===== src/rtl/word_serializer_if.sv =====
// Word-in / chunk-out channel bundle for word_serializer.
// master = serializer side, slave = encoder/sink side.
interface word_serializer_if #(
  parameter int WORD_W     = 24,
  parameter int CHUNK_W    = 4,
  parameter int FIFO_DEPTH = 4
);
  localparam int CW = $clog2(FIFO_DEPTH + 1);

  logic [WORD_W-1:0]  in_data;
  logic               write;
  logic               ready;
  logic [CHUNK_W-1:0] out_chunk;
  logic               out_valid;
  logic               out_ready;
  logic               out_first;
  logic               out_last;
  logic [CW-1:0]      fifo_count;
  logic               overflow;

  modport master (
    input  in_data, write, out_ready,
    output ready, out_chunk, out_valid,
    output out_first, out_last,
    output fifo_count, overflow
  );

  modport slave (
    output in_data, write, out_ready,
    input  ready, out_chunk, out_valid,
    input  out_first, out_last,
    input  fifo_count, overflow
  );
endinterface


===== src/rtl/word_serializer.sv =====
// Queues words in a small FIFO and emits them MSB-first as chunks.
// SER_PARITY_EN appends an even-parity chunk after each word.
module word_serializer #(
  parameter int WORD_W     = 24,
  parameter int CHUNK_W    = 4,
  parameter int FIFO_DEPTH = 4
) (
  input logic              clk,
  input logic              reset,
  word_serializer_if.master bus
);
  localparam int NCHUNK = WORD_W / CHUNK_W;
  localparam int AW     = $clog2(FIFO_DEPTH);
  localparam int CW     = $clog2(FIFO_DEPTH + 1);
  localparam int IW     = $clog2(NCHUNK);
  localparam logic [CW-1:0] FULL = CW'(FIFO_DEPTH);
  localparam logic [IW-1:0] LAST = IW'(NCHUNK - 1);

`ifdef SER_PARITY_EN
  typedef enum logic [1:0] {
    IDLE   = 2'd0,
    SHIFT  = 2'd1,
    PARITY = 2'd2
  } state_t;
`else
  typedef enum logic [1:0] {
    IDLE  = 2'd0,
    SHIFT = 2'd1
  } state_t;
`endif

  state_t            state;
  logic [WORD_W-1:0] mem [FIFO_DEPTH];
  logic [WORD_W-1:0] shift_reg;
  logic [IW-1:0]     idx;
  logic [AW-1:0]     wr_ptr;
  logic [AW-1:0]     rd_ptr;
  logic [CW-1:0]     count;
  logic              overflow_q;
`ifdef SER_PARITY_EN
  logic              par;
`endif

  logic full;
  logic push;
  logic pop;
  logic word_end;
  logic done;

  assign full     = (count == FULL);
  assign push     = bus.write & ~full;
  assign word_end = (state == SHIFT) & (idx == LAST) & bus.out_ready;

`ifdef SER_PARITY_EN
  assign done = (state == PARITY) & bus.out_ready;
`else
  assign done = word_end;
`endif

  // Popping on the final accept keeps back-to-back words bubble-free.
  assign pop = ((state == IDLE) | done) & (count != '0);

  always_ff @(posedge clk) begin
    if (push) mem[wr_ptr] <= bus.in_data;
  end

  always_ff @(posedge clk or negedge reset) begin
    if (!reset) begin
      state      <= IDLE;
      shift_reg  <= '0;
      idx        <= '0;
      wr_ptr     <= '0;
      rd_ptr     <= '0;
      count      <= '0;
      overflow_q <= 1'b0;
`ifdef SER_PARITY_EN
      par        <= 1'b0;
`endif
    end else begin
      if (push) wr_ptr <= wr_ptr + AW'(1);
      if (pop)  rd_ptr <= rd_ptr + AW'(1);
      unique case ({push, pop})
        2'b10:   count <= count + CW'(1);
        2'b01:   count <= count - CW'(1);
        default: count <= count;
      endcase
      if (bus.write & full) overflow_q <= 1'b1;
      if (pop) begin
        shift_reg <= mem[rd_ptr];
        idx       <= '0;
        state     <= SHIFT;
`ifdef SER_PARITY_EN
        par       <= ^mem[rd_ptr];
`endif
      end else if ((state == SHIFT) & bus.out_ready) begin
        shift_reg <= {shift_reg[WORD_W-CHUNK_W-1:0],
                      {CHUNK_W{1'b0}}};
        idx       <= idx + IW'(1);
`ifdef SER_PARITY_EN
        if (word_end) state <= PARITY;
`else
        if (word_end) state <= IDLE;
`endif
`ifdef SER_PARITY_EN
      end else if (done) begin
        state <= IDLE;
`endif
      end
    end
  end

  assign bus.ready      = ~full;
  assign bus.fifo_count = count;
  assign bus.overflow   = overflow_q;
  assign bus.out_valid  = (state != IDLE);
  assign bus.out_first  = (state == SHIFT) & (idx == '0);

`ifdef SER_PARITY_EN
  assign bus.out_chunk = (state == PARITY) ? CHUNK_W'(par)
                       : shift_reg[WORD_W-1 -: CHUNK_W];
  assign bus.out_last  = (state == PARITY);
`else
  assign bus.out_chunk = shift_reg[WORD_W-1 -: CHUNK_W];
  assign bus.out_last  = (state == SHIFT) & (idx == LAST);
`endif
endmodule


===== src/flat_wrapper.sv =====
// flat-port wrapper written by rule: the top's interface ports become plain ports
module word_serializer_flat 
#(
  parameter int WORD_W     = 24,
  parameter int CHUNK_W    = 4,
  parameter int FIFO_DEPTH = 4
)
  (clk, reset, bus_in_data, bus_write, bus_out_ready, bus_ready, bus_out_chunk, bus_out_valid, bus_out_first, bus_out_last, bus_fifo_count, bus_overflow);
  word_serializer_if #(.WORD_W(WORD_W), .CHUNK_W(CHUNK_W), .FIFO_DEPTH(FIFO_DEPTH)) bus_i ();
  input logic clk;
  input logic reset;
  input wire logic [$bits(bus_i.in_data)-1:0] bus_in_data;
  input wire logic [$bits(bus_i.write)-1:0] bus_write;
  input wire logic [$bits(bus_i.out_ready)-1:0] bus_out_ready;
  output wire logic [$bits(bus_i.ready)-1:0] bus_ready;
  output wire logic [$bits(bus_i.out_chunk)-1:0] bus_out_chunk;
  output wire logic [$bits(bus_i.out_valid)-1:0] bus_out_valid;
  output wire logic [$bits(bus_i.out_first)-1:0] bus_out_first;
  output wire logic [$bits(bus_i.out_last)-1:0] bus_out_last;
  output wire logic [$bits(bus_i.fifo_count)-1:0] bus_fifo_count;
  output wire logic [$bits(bus_i.overflow)-1:0] bus_overflow;
  assign bus_i.in_data = bus_in_data;
  assign bus_i.write = bus_write;
  assign bus_i.out_ready = bus_out_ready;
  assign bus_ready = bus_i.ready;
  assign bus_out_chunk = bus_i.out_chunk;
  assign bus_out_valid = bus_i.out_valid;
  assign bus_out_first = bus_i.out_first;
  assign bus_out_last = bus_i.out_last;
  assign bus_fifo_count = bus_i.fifo_count;
  assign bus_overflow = bus_i.overflow;
  word_serializer #(.WORD_W(WORD_W), .CHUNK_W(CHUNK_W), .FIFO_DEPTH(FIFO_DEPTH)) u_core (.clk(clk), .reset(reset), .bus(bus_i));
endmodule

===== config.mk =====
export PLATFORM = sky130hd
export DESIGN_NAME = word_serializer_flat
export DESIGN_NICKNAME = d
export VERILOG_FILES = /design/src/rtl/word_serializer_if.sv /design/src/rtl/word_serializer.sv /design/src/flat_wrapper.sv
export SDC_FILE = /design/constraint.sdc
export NUM_CORES = 1
export LEC_CHECK = 0
export ABC_AREA = 1
export CAP_MARGIN = 0
export CORE_UTILIZATION = 45
export DETAILED_ROUTE_END_ITERATION = 8
export PLACE_DENSITY = 0.61
export SLEW_MARGIN = 25
export SYNTH_ARGS = -nofsm -noshare
export SYNTH_HDL_FRONTEND = slang
export SYNTH_SLANG_ARGS = --single-unit

===== constraint.sdc =====
create_clock -name clk -period 3.7 [get_ports clk]
set_input_delay 0.74 -clock clk [delete_from_list [all_inputs] [get_ports clk]]
set_output_delay 0.74 -clock clk [all_outputs]
set_load 0.005 [all_outputs]

* After elaboration in Yosys (flattened, before gate mapping)
Memory sizes are Yosys's and may differ from the RTL's.
Index checks and enable logic that the tools add are counted.
** Cells by class
- $add $sub $neg :: 5
- Eq/ne operators :: 5
- Multiplexer cells :: 10
- Reduce and logical (&&, ||, !) cells :: 8
- Div/mod/pow operators :: 0
- Shift-type cells :: 0
- Order comparisons :: 0
- Bitwise gates (word level) :: 9
- Multipliers :: 0
** Operator list (number)
- two-way mux 24 bit :: 2
- nonzero test 2 bit :: 4
- AND 1 bit :: 7
- adder 3 x 1 -> 3 bit, second input constant :: 2
- == test 3 bit, second input constant :: 2
- two-way mux 2 bit :: 3
- two-way mux 3 bit :: 2
- case mux 3 bit (2 select lines) :: 1
- adder 2 x 1 -> 2 bit, second input constant :: 2
- == test 2 x 1 -> 1 bit, second input constant :: 2
- zero test 3 bit :: 1
- nonzero test 3 bit :: 1
- subtractor 3 x 1 -> 3 bit, second input constant :: 1
- == test 2 bit, second input constant :: 1
- zero test 2 bit :: 1
- two-way mux 1 bit :: 2
- AND reduction 2 bit :: 1
- inverter 1 bit :: 1
- bitwise OR 1 bit :: 1
** Word-level totals
- RAM bits :: 96
- Bits in read-only memories :: 0
- Memories kept :: 1
- Register bits :: 37
- Bits of input ports :: 28
- Latch bits :: 0
- Output and inout bits :: 12
** Memory list
- u_core.mem :: depth 4, bits a word 24, rd ports 1, clocked after memory_dff 0, wr ports 1, RTL line word_serializer.sv:33 : logic [WORD_W-1:0] mem [FIFO_DEPTH];

* Depth between registers and ports, before layout
Gate-level depths: netlist (run 1).
- Depth after elaboration :: 7
- Depth in mapped cells :: 13
- Mapped depth without buffers :: 12

* Worst setup path before layout (run 1)
OpenSTA, ideal clock, no wires.
- Path type :: input -> register
- From :: input port bus_write
- To :: memory u_core.mem[0][0] (enable)
- Arrival :: 1.947 ns
- Setup time :: 0.405 ns
- Data required time :: 3.295 ns
- Stages on the path :: 2
- Path buffers :: 0
- Path slack :: 1.349 ns
- Cell sequence :: nand2_1 nor2_1
** On the way
- Cells in the longest elaborated chain, start to end :: 3
** RTL lines
- from (decl) :: RTL line flat_wrapper.sv:13 : input wire logic [$bits(bus_i.write)-1:0] bus_write;
- AND 1 bit :: RTL line word_serializer.sv:51 : assign push = bus.write & ~full;
- two-way mux 1 bit :: RTL line word_serializer.sv:64 : if (push) mem[wr_ptr] <= bus.in_data;
- two-way mux 1 bit (not written as such) :: RTL line word_serializer.sv:64
- to (decl) :: RTL line word_serializer.sv:33
No other way between the ends.

* Final worst setup path (run 1)
- From :: input port bus_out_ready
- To :: register u_core.count[2] (netlist: u_core.bus.fifo_count[2])
** On the way
- Cells in the longest elaborated chain, start to end :: 5
** RTL lines
- from (decl) :: RTL line flat_wrapper.sv:14 : input wire logic [$bits(bus_i.out_ready)-1:0] bus_out_ready;
- AND 1 bit * :: RTL line word_serializer.sv:52 : assign word_end = (state == SHIFT) & (idx == LAST) & bus.out_ready;
- bitwise OR 1 bit * :: RTL line word_serializer.sv:61 : assign pop = ((state == IDLE) | done) & (count != '0);
- AND 1 bit * :: RTL line word_serializer.sv:61
- == test 2 x 1 -> 1 bit or == test 2 bit (tied branches) :: RTL line word_serializer.sv:82 : unique case ({push, pop})
- case mux 3 bit (2 select lines) or nonzero test 2 bit (tied branches)
- to (signal assigned) :: RTL line word_serializer.sv:83 : 2'b10: count <= count + CW'(1);
- to (signal assigned) :: RTL line word_serializer.sv:84 : 2'b01: count <= count - CW'(1);
- to (signal assigned) :: RTL line word_serializer.sv:85 : default: count <= count;
- to (decl) :: RTL line word_serializer.sv:38 : logic [CW-1:0] count;
Mark *: on every way between the ends. The rest lies on a longest branch, timed or not.
A chain may end at the register's enable or synchronous reset.

==> key figures, run 1 <==
Run status
  • Outcome: completed

Logic synthesis
  • Top area cells in the synthesized netlist: sky130_fd_sc_hd__edfxtp_1 48%, sky130_fd_sc_hd__dfrtp_1 15%, sky130_fd_sc_hd__nand2_1 8.4%
  • Yosys cell types: 27
  • Number of warning messages in the yosys log: 0
  • Top flip-flop cell by instance count after synthesis: sky130_fd_sc_hd__edfxtp_1
  • Gate count of the mapped netlist: 582
  • Post-synth net total: 619
  • Average instance area after synthesis: 10.27 µm²
  • Proportion of synthesized chip area in sequential cells: between 60% and 70%
  • Number of storage elements in the synthesis netlist: 132
  • Netlist area before placement: 5976 µm²
  • Share of flip-flops with an asynchronous set or reset after synthesis: 27.27%
  • EDFF count, synth: 96
  • Biggest area consumer among synthesized cells: sky130_fd_sc_hd__edfxtp_1
  • Portion of synthesized cell area occupied by the leading cell type: 48.24%

Worst setup path
  • Crit Path Class: input port to flip-flop
  • Largest fanout of any net on the critical path: 28
  • Worst endpoint data arrival time: 2.86 ns
  • Critical Path End Type: flip-flop
  • CP Data Required Time: 3.99 ns
  • Critical Path Source Type: input port

Place
  • Placer Congestion: between 0.7 and 0.8
  • Placement-stage worst setup slack: 0.7010 ns
  • Half-perimeter wire length of the detailed placement result: 6895 µm
  • Port Buffers: 39
  • Area of placed instances: 6469 µm²

Layout
  • Commonest non-fill, non-tap cell in the layout: sky130_fd_sc_hd__nand2_1
  • Number of antenna repair diodes: 0
  • Final instance area: 7052 µm²
  • Total Nets Final: 656
  • Most frequent cells in the layout: 134 x sky130_fd_sc_hd__nand2_1, 96 x sky130_fd_sc_hd__edfxtp_1, 93 x sky130_fd_sc_hd__inv_1, 69 x sky130_fd_sc_hd__nand3_1, 38 x sky130_fd_sc_hd__clkdlybuf4s50_1
  • Area growth from synthesis to layout: 18.01%
  • Filler cell count in the final layout: 1104
  • Fraction of final layout cells with drive strength greater than 1: between 10% and 20%
  • Largest register FFs: 96

Clock network
  • Clock buffers created by TritonCTS: 17
  • Deepest clock path buffer count: 2
  • CTS tree: yes
  • Buffer count from post-CTS setup fixing: 0
  • Reg clk slew, reported paths: 0.05 ns
  • Clock sink total: ~130
  • Number of buffers inserted for hold repair after clock tree synthesis: 0
  • Root buffer cell: sky130_fd_sc_hd__clkbuf_16
  • CTS resizes: 0
  • H-tree depth reported by CTS: 4
  • Clock latency reported for the late side of the worst-skew pair: 0.42 ns

Routing
  • First-pass detailed-route iteration total: 4
  • DRC errors left: 0
  • Routed WL per cell: between 10 and 15 µm
  • DR iter-0 viols: 292
  • Number of nets still failing antenna checks after routing: 0
  • Routed via count divided by cell count: 4.796
  • Overall via count from detail_route: 3856
  • Routed wire length: 11590 µm

Power and ir drop
  • Leakage power: 3.048 nW
  • Worst supply voltage drop on vdd: 0.3658 mV
  • Power density of the placed cells: 808.7 nW/µm²

Floorplanning
  • Total Die Area: between 10000 and 15000 µm²
  • Horizontal die dimension: 117.2 µm
  • Starting density of the core: 46.78%
  • Die Y: 117.2 µm
  • Core region area: 12770 µm²
  • Number of ports placed on the die boundary: 40
  • Site Rows: 41

Global route
  • Total routing resource utilization after global routing: 18.82%
  • First-pass GRT wire length: 18570 µm
  • Via count of the first global-routing pass: roughly 3700
  • Sum of overflow across all layers after global routing: 0
  • Number of antenna violations at the first check in global routing: 0
  • Largest net degree at the start of global routing: 48

STA
  • Total setup violations reported at the end of the flow: 0
  • Final period util: between 60 and 70%
  • Clock tree skew after final layout: between 0.008 and 0.009 ns
  • Total Negative Setup Slacks: 0 ns
  • RSZ-0062 raised after global routing: false
  • Max-slew violation count: 0
  • Hold Vio Cnt, Final: 0
  • Slew of the pin with the lowest slew margin: about 0.83 ns
  • Final worst-path setup slack: 1.127 ns
  • Worst relative slew slack: 44.70%
  • Post-route minimum period: 2.573 ns
  • Achievable frequency: 0.3886 GHz

Hold path
  • Worst min-delay path category: input port to async pin

Job
  • Max-cap violations: 0
cell type report:
type | count | area (µm²) | area share, %
clock buffers | 28 | 538.0 | 7.630
clock inverters | 4 | 45.04 | 0.6388
repair buffers | 49 | 460.4 | 6.529
inverters | 95 | 359.1 | 5.092
flip-flops and latches | 132 | 3785 | 53.67
multi-input cells | 324 | 1649 | 23.39
well taps | 172 | 215.2 | 3.052
layer usage:
| layer | global-route usage, % | vias to the layer above | wire length (µm) |
|---|---|---|---|
| met3 | 4.737 | 19 | 434 |
| met1 | 24.78 | 1841 | 5610 |
| met4 | 9.451 | 0 | 245 |
| met5 | 0 | - | 0 |
| li1 | - | 1922 | - |
| met2 | 29.02 | 74 | 5296 |
cells in the mapped netlist, types with 3 or more instances:
master	instances
sky130_fd_sc_hd__nand2_1	134
sky130_fd_sc_hd__edfxtp_1	96
sky130_fd_sc_hd__inv_1	94
sky130_fd_sc_hd__nand3_1	69
sky130_fd_sc_hd__nor2_1	41
sky130_fd_sc_hd__dfrtp_1	36
sky130_fd_sc_hd__nand3_2	18
sky130_fd_sc_hd__o21ai_0	15
sky130_fd_sc_hd__buf_2	11
sky130_fd_sc_hd__or2_0	10
sky130_fd_sc_hd__ha_1	8
sky130_fd_sc_hd__buf_4	7
sky130_fd_sc_hd__clkbuf_1	7
sky130_fd_sc_hd__nand2_2	7
sky130_fd_sc_hd__buf_6	5
sky130_fd_sc_hd__or2_1	5
sky130_fd_sc_hd__or2_2	4
sky130_fd_sc_hd__xor2_1	4
sky130_fd_sc_hd__a21oi_1	3
worst paths after layout:
check	slack [ns]	from	to	cells past startpoint
worst max register to register	1.33	u_core.idx[1]	u_core.bus.fifo_count[2]	12
min in group clk	0.48	u_core.bus.overflow	u_core.bus.overflow	1
worst min-delay path	0.43	reset	u_core.bus.fifo_count[1]	1
max in group asynchronous	2.70	reset	u_core.rd_ptr[0]	1
worst max-delay path	1.13	bus_out_ready	u_core.bus.fifo_count[2]	11
worst min register to register	0.48	u_core.bus.overflow	u_core.bus.overflow	1
power by group:
part           leakage, nW  total (mW)  internal (mW)  switching (mW)
combinational         1.43        1.88          0.668            1.21
clock                0.290        1.62           1.05           0.571
sequential            1.33        2.20           2.00           0.201
through the flow:
step           instances  hold WS [ns]  total power, mW  utilization [%]
6_report             804        0.4270            5.703            55.21
2_1_floorplan        582        0.4444            3.593                -
5_1_grt              804        0.4874            6.096            55.21
4_1_cts              804        0.4467            5.769            55.21
3_5_place_dp         772        0.4786            4.138            50.64
3_3_place_gp         772        0.4587            4.078            50.64
worst max-delay path, cell delays in order:
cell and delay [ns]:
sky130_fd_sc_hd__clkdlybuf4s50_1 0.50, sky130_fd_sc_hd__inv_1 0.08, sky130_fd_sc_hd__o21ai_4 0.19, sky130_fd_sc_hd__nand2_4 0.07
sky130_fd_sc_hd__inv_4 0.23, sky130_fd_sc_hd__ha_1 0.20, sky130_fd_sc_hd__inv_1 0.07, sky130_fd_sc_hd__fa_1 0.38
sky130_fd_sc_hd__a21oi_1 0.14, sky130_fd_sc_hd__o21ai_0 0.10, sky130_fd_sc_hd__xor2_1 0.15
logic make-up (layout without fill, tap and decap cells):
kind of cell | count (synthesis) | after routing | share of synthesized area (%)
AO/OA/AOI/OAI | 20 | 20 | 1.905
XOR/XNOR | 5 | 5 | 0.7328
adder cells (fa/ha/maj) | 9 | 9 | 2.010
buffers and inverters | 126 | 176 | 9.255
flip-flops | 132 | 132 | 63.32
AND/OR/NAND/NOR | 290 | 290 | 22.78
(Power assumes the default switching activity.)
==> inputs of run 2 (changes only) <==
==> constraint.sdc (replaced) <==
create_clock -name clk -period 2.5 [get_ports clk]
set_input_delay 0.5 -clock clk [delete_from_list [all_inputs] [get_ports clk]]
set_output_delay 0.5 -clock clk [all_outputs]
set_load 0.005 [all_outputs]
==> run 2 against run 1 <==
Flip-flop and latch count stayed put; combinational power is 55% higher; total power is 47% higher; clock skew is 0.0033 ns higher; core utilization is 0.30 points higher.
==> key figures, run 2 (synthesized netlist as in run 1, its figures left out) <==
Floorplanning
  • Horizontal die dimension: 117.2 µm
  • Total Die Area: 13740 µm²
  • Site Rows: 41
  • Number of ports placed on the die boundary: 40
  • Core region area: 12770 µm²
  • Die Y: roughly 120 µm
  • Starting density of the core: around 47%

STA
  • Clock tree skew after final layout: 0.01204 ns
  • Achievable frequency: 0.4517 GHz
  • Max-slew violation count: 0
  • Final period util: 88.55%
  • Hold Vio Cnt, Final: 0
  • Total setup violations reported at the end of the flow: 0
  • Slew of the pin with the lowest slew margin: 0.8404 ns
  • Post-route minimum period: 2.214 ns
  • RSZ-0062 raised after global routing: false
  • Worst relative slew slack: 43.97%

Layout
  • Largest register FFs: 96
  • Total Nets Final: approximately 670
  • Number of antenna repair diodes: 0
  • Filler cell count in the final layout: approximately 1100
  • Final instance area: 7091 µm²
  • Fraction of final layout cells with drive strength greater than 1: 12.95%
  • Area growth from synthesis to layout: 18.66%
  • Util after Layout: 55.51%
  • Commonest non-fill, non-tap cell in the layout: sky130_fd_sc_hd__nand2_1
  • Most frequent cells in the layout: 134 x sky130_fd_sc_hd__nand2_1, 96 x sky130_fd_sc_hd__edfxtp_1, 94 x sky130_fd_sc_hd__inv_1, 69 x sky130_fd_sc_hd__nand3_1, 38 x sky130_fd_sc_hd__clkdlybuf4s50_1

Power and ir drop
  • Worst supply voltage drop on vdd: 0.5983 mV
  • Power density of the placed cells: 1178 nW/µm²
  • Leakage power: around 3 nW

Worst setup path
  • Critical Path End Type: output pin
  • Beginning of the worst register-to-register path: u_core.idx[1]
  • Critical path buffers and inverters: 2
  • Cell breakdown of the critical path: inv_1 -> ha_1 -> nand2_2 -> nor2_1 -> clkdlybuf4s50_1
  • Critical Path End: bus_out_last
  • Number of cells on the critical path: 5
  • Worst endpoint data arrival time: 1.71 ns
  • Dominant delay contributor by cell family on the critical path: buffers and inverters
  • Crit Path Class: flip-flop to output pin
  • Worst setup path startpoint: u_core.idx[1]
  • Largest fanout of any net on the critical path: 3
  • Max incr delay on CP: ~0.50 ns
  • Setup slack of the worst register-to-register path: 0.38 ns
  • Critical Path Source Type: flip-flop
  • RR Endpoint: u_core.bus.fifo_count[2]
  • Slowest stage cell, crit path: sky130_fd_sc_hd__clkdlybuf4s50_1
  • CP Data Required Time: 2.00 ns
  • Register-to-Register Path Depth: 12

Routing
  • First-pass detailed-route iteration total: 5
  • Overall via count from detail_route: 3909
  • Routed via count divided by cell count: slightly below 5
  • DR iter-0 viols: between 200 and 250
  • Routed wire length: 11500 µm
  • Number of nets still failing antenna checks after routing: 0
  • Routed WL per cell: 14.15 µm
  • DRC errors left: 0

Clock network
  • Root buffer cell: sky130_fd_sc_hd__clkbuf_16
  • CTS resizes: 0
  • Number of buffers inserted for hold repair after clock tree synthesis: 0
  • Deepest clock path buffer count: 2
  • Reg clk slew, reported paths: 0.05 ns
  • Clock latency reported for the late side of the worst-skew pair: around 0.42 ns
  • Buffer count from post-CTS setup fixing: 0
  • CTS tree: yes
  • H-tree depth reported by CTS: 4
  • Clock sink total: 132
  • Clock buffers created by TritonCTS: 17

Global route
  • Via count of the first global-routing pass: 3796
  • Sum of overflow across all layers after global routing: 0
  • First-pass GRT wire length: 19000 µm
  • Number of antenna violations at the first check in global routing: 0
  • Largest net degree at the start of global routing: 53
  • Total routing resource utilization after global routing: 19.20%

Hold path
  • Worst min-delay path category: input port to async pin

Place
  • Port Buffers: 39
  • Placer Congestion: 0.7512
  • Area of placed instances: 6556 µm²
  • Half-perimeter wire length of the detailed placement result: 7267 µm

Job
  • Max-cap violations: 0

Run status
  • Outcome: completed
==> run 2: worst min path at each step <==
stage                         from                        to  depth (start not counted)
2_1_floorplan                reset  u_core.bus.fifo_count[0]                          0
3_5_place_dp   u_core.bus.overflow       u_core.bus.overflow                          1
6_report                     reset  u_core.bus.fifo_count[1]                          1
5_1_grt                      reset  u_core.bus.fifo_count[1]                          1
4_1_cts                      reset      u_core.shift_reg[10]                          1
3_3_place_gp   u_core.bus.overflow       u_core.bus.overflow                          1
==> run 2: final cells by class <==
cell class / instances / area, µm² / share of cell area (%)
Sequential cell: 132 / 3785 / 53.38
Multi-Input combinational cell: 324 / 1649 / 23.26
Timing Repair Buffer: 59 / 548.0 / 7.729
Clock buffer: 26 / 509.2 / 7.182
Inverter: 95 / 359.1 / 5.064
Tap cell: 172 / 215.2 / 3.035
Clock inverter: 5 / 25.02 / 0.3529
==> run 2: metal layers <==
layer | part of all wire [%] | global-route usage [%] | wire, µm | vias to the layer above
li1 | - | - | - | 1940
met5 | 0 | 0 | 0 | -
met1 | 47 | 24.45 | 5370 | 1881
met2 | 47 | 30.86 | 5383 | 69
met4 | 2.2 | 9.030 | 251 | 0
met3 | 4.3 | 4.840 | 496 | 19
==> run 2: power breakdown <==
part / switching (mW) / internal (mW) / leakage, nW
Combinational: 1.82 / 1.09 / 1.49
Sequential: 0.283 / 2.96 / 1.33
Clock: 0.825 / 1.38 / 0.261
==> run 2: worst register-to-register path: cells and delay by family, from the launching register on <==
family	cells	cell delay, ns
xor+xnor	1	0.16
compound gates	3	0.43
buf+inv	3	0.19
simple gates	2	0.14
flops	1	0.39
fa+ha+maj	3	0.66
==> run 2: metrics by stage <==
stage                     std cells  TNS [ns]  power [mW]  setup WS [ns]  hold slack [ns]
after floorplan                 582         0       5.318         0.2626           0.2044
after global placement          782         0       6.133        0.01764           0.4605
after detailed placement        782  -0.03058       6.231       -0.03058           0.4713
after CTS                       813         0       8.464         0.2544           0.2121
after global routing            813         0       8.969         0.1674           0.2506
final                           813         0       8.356         0.2862           0.1809
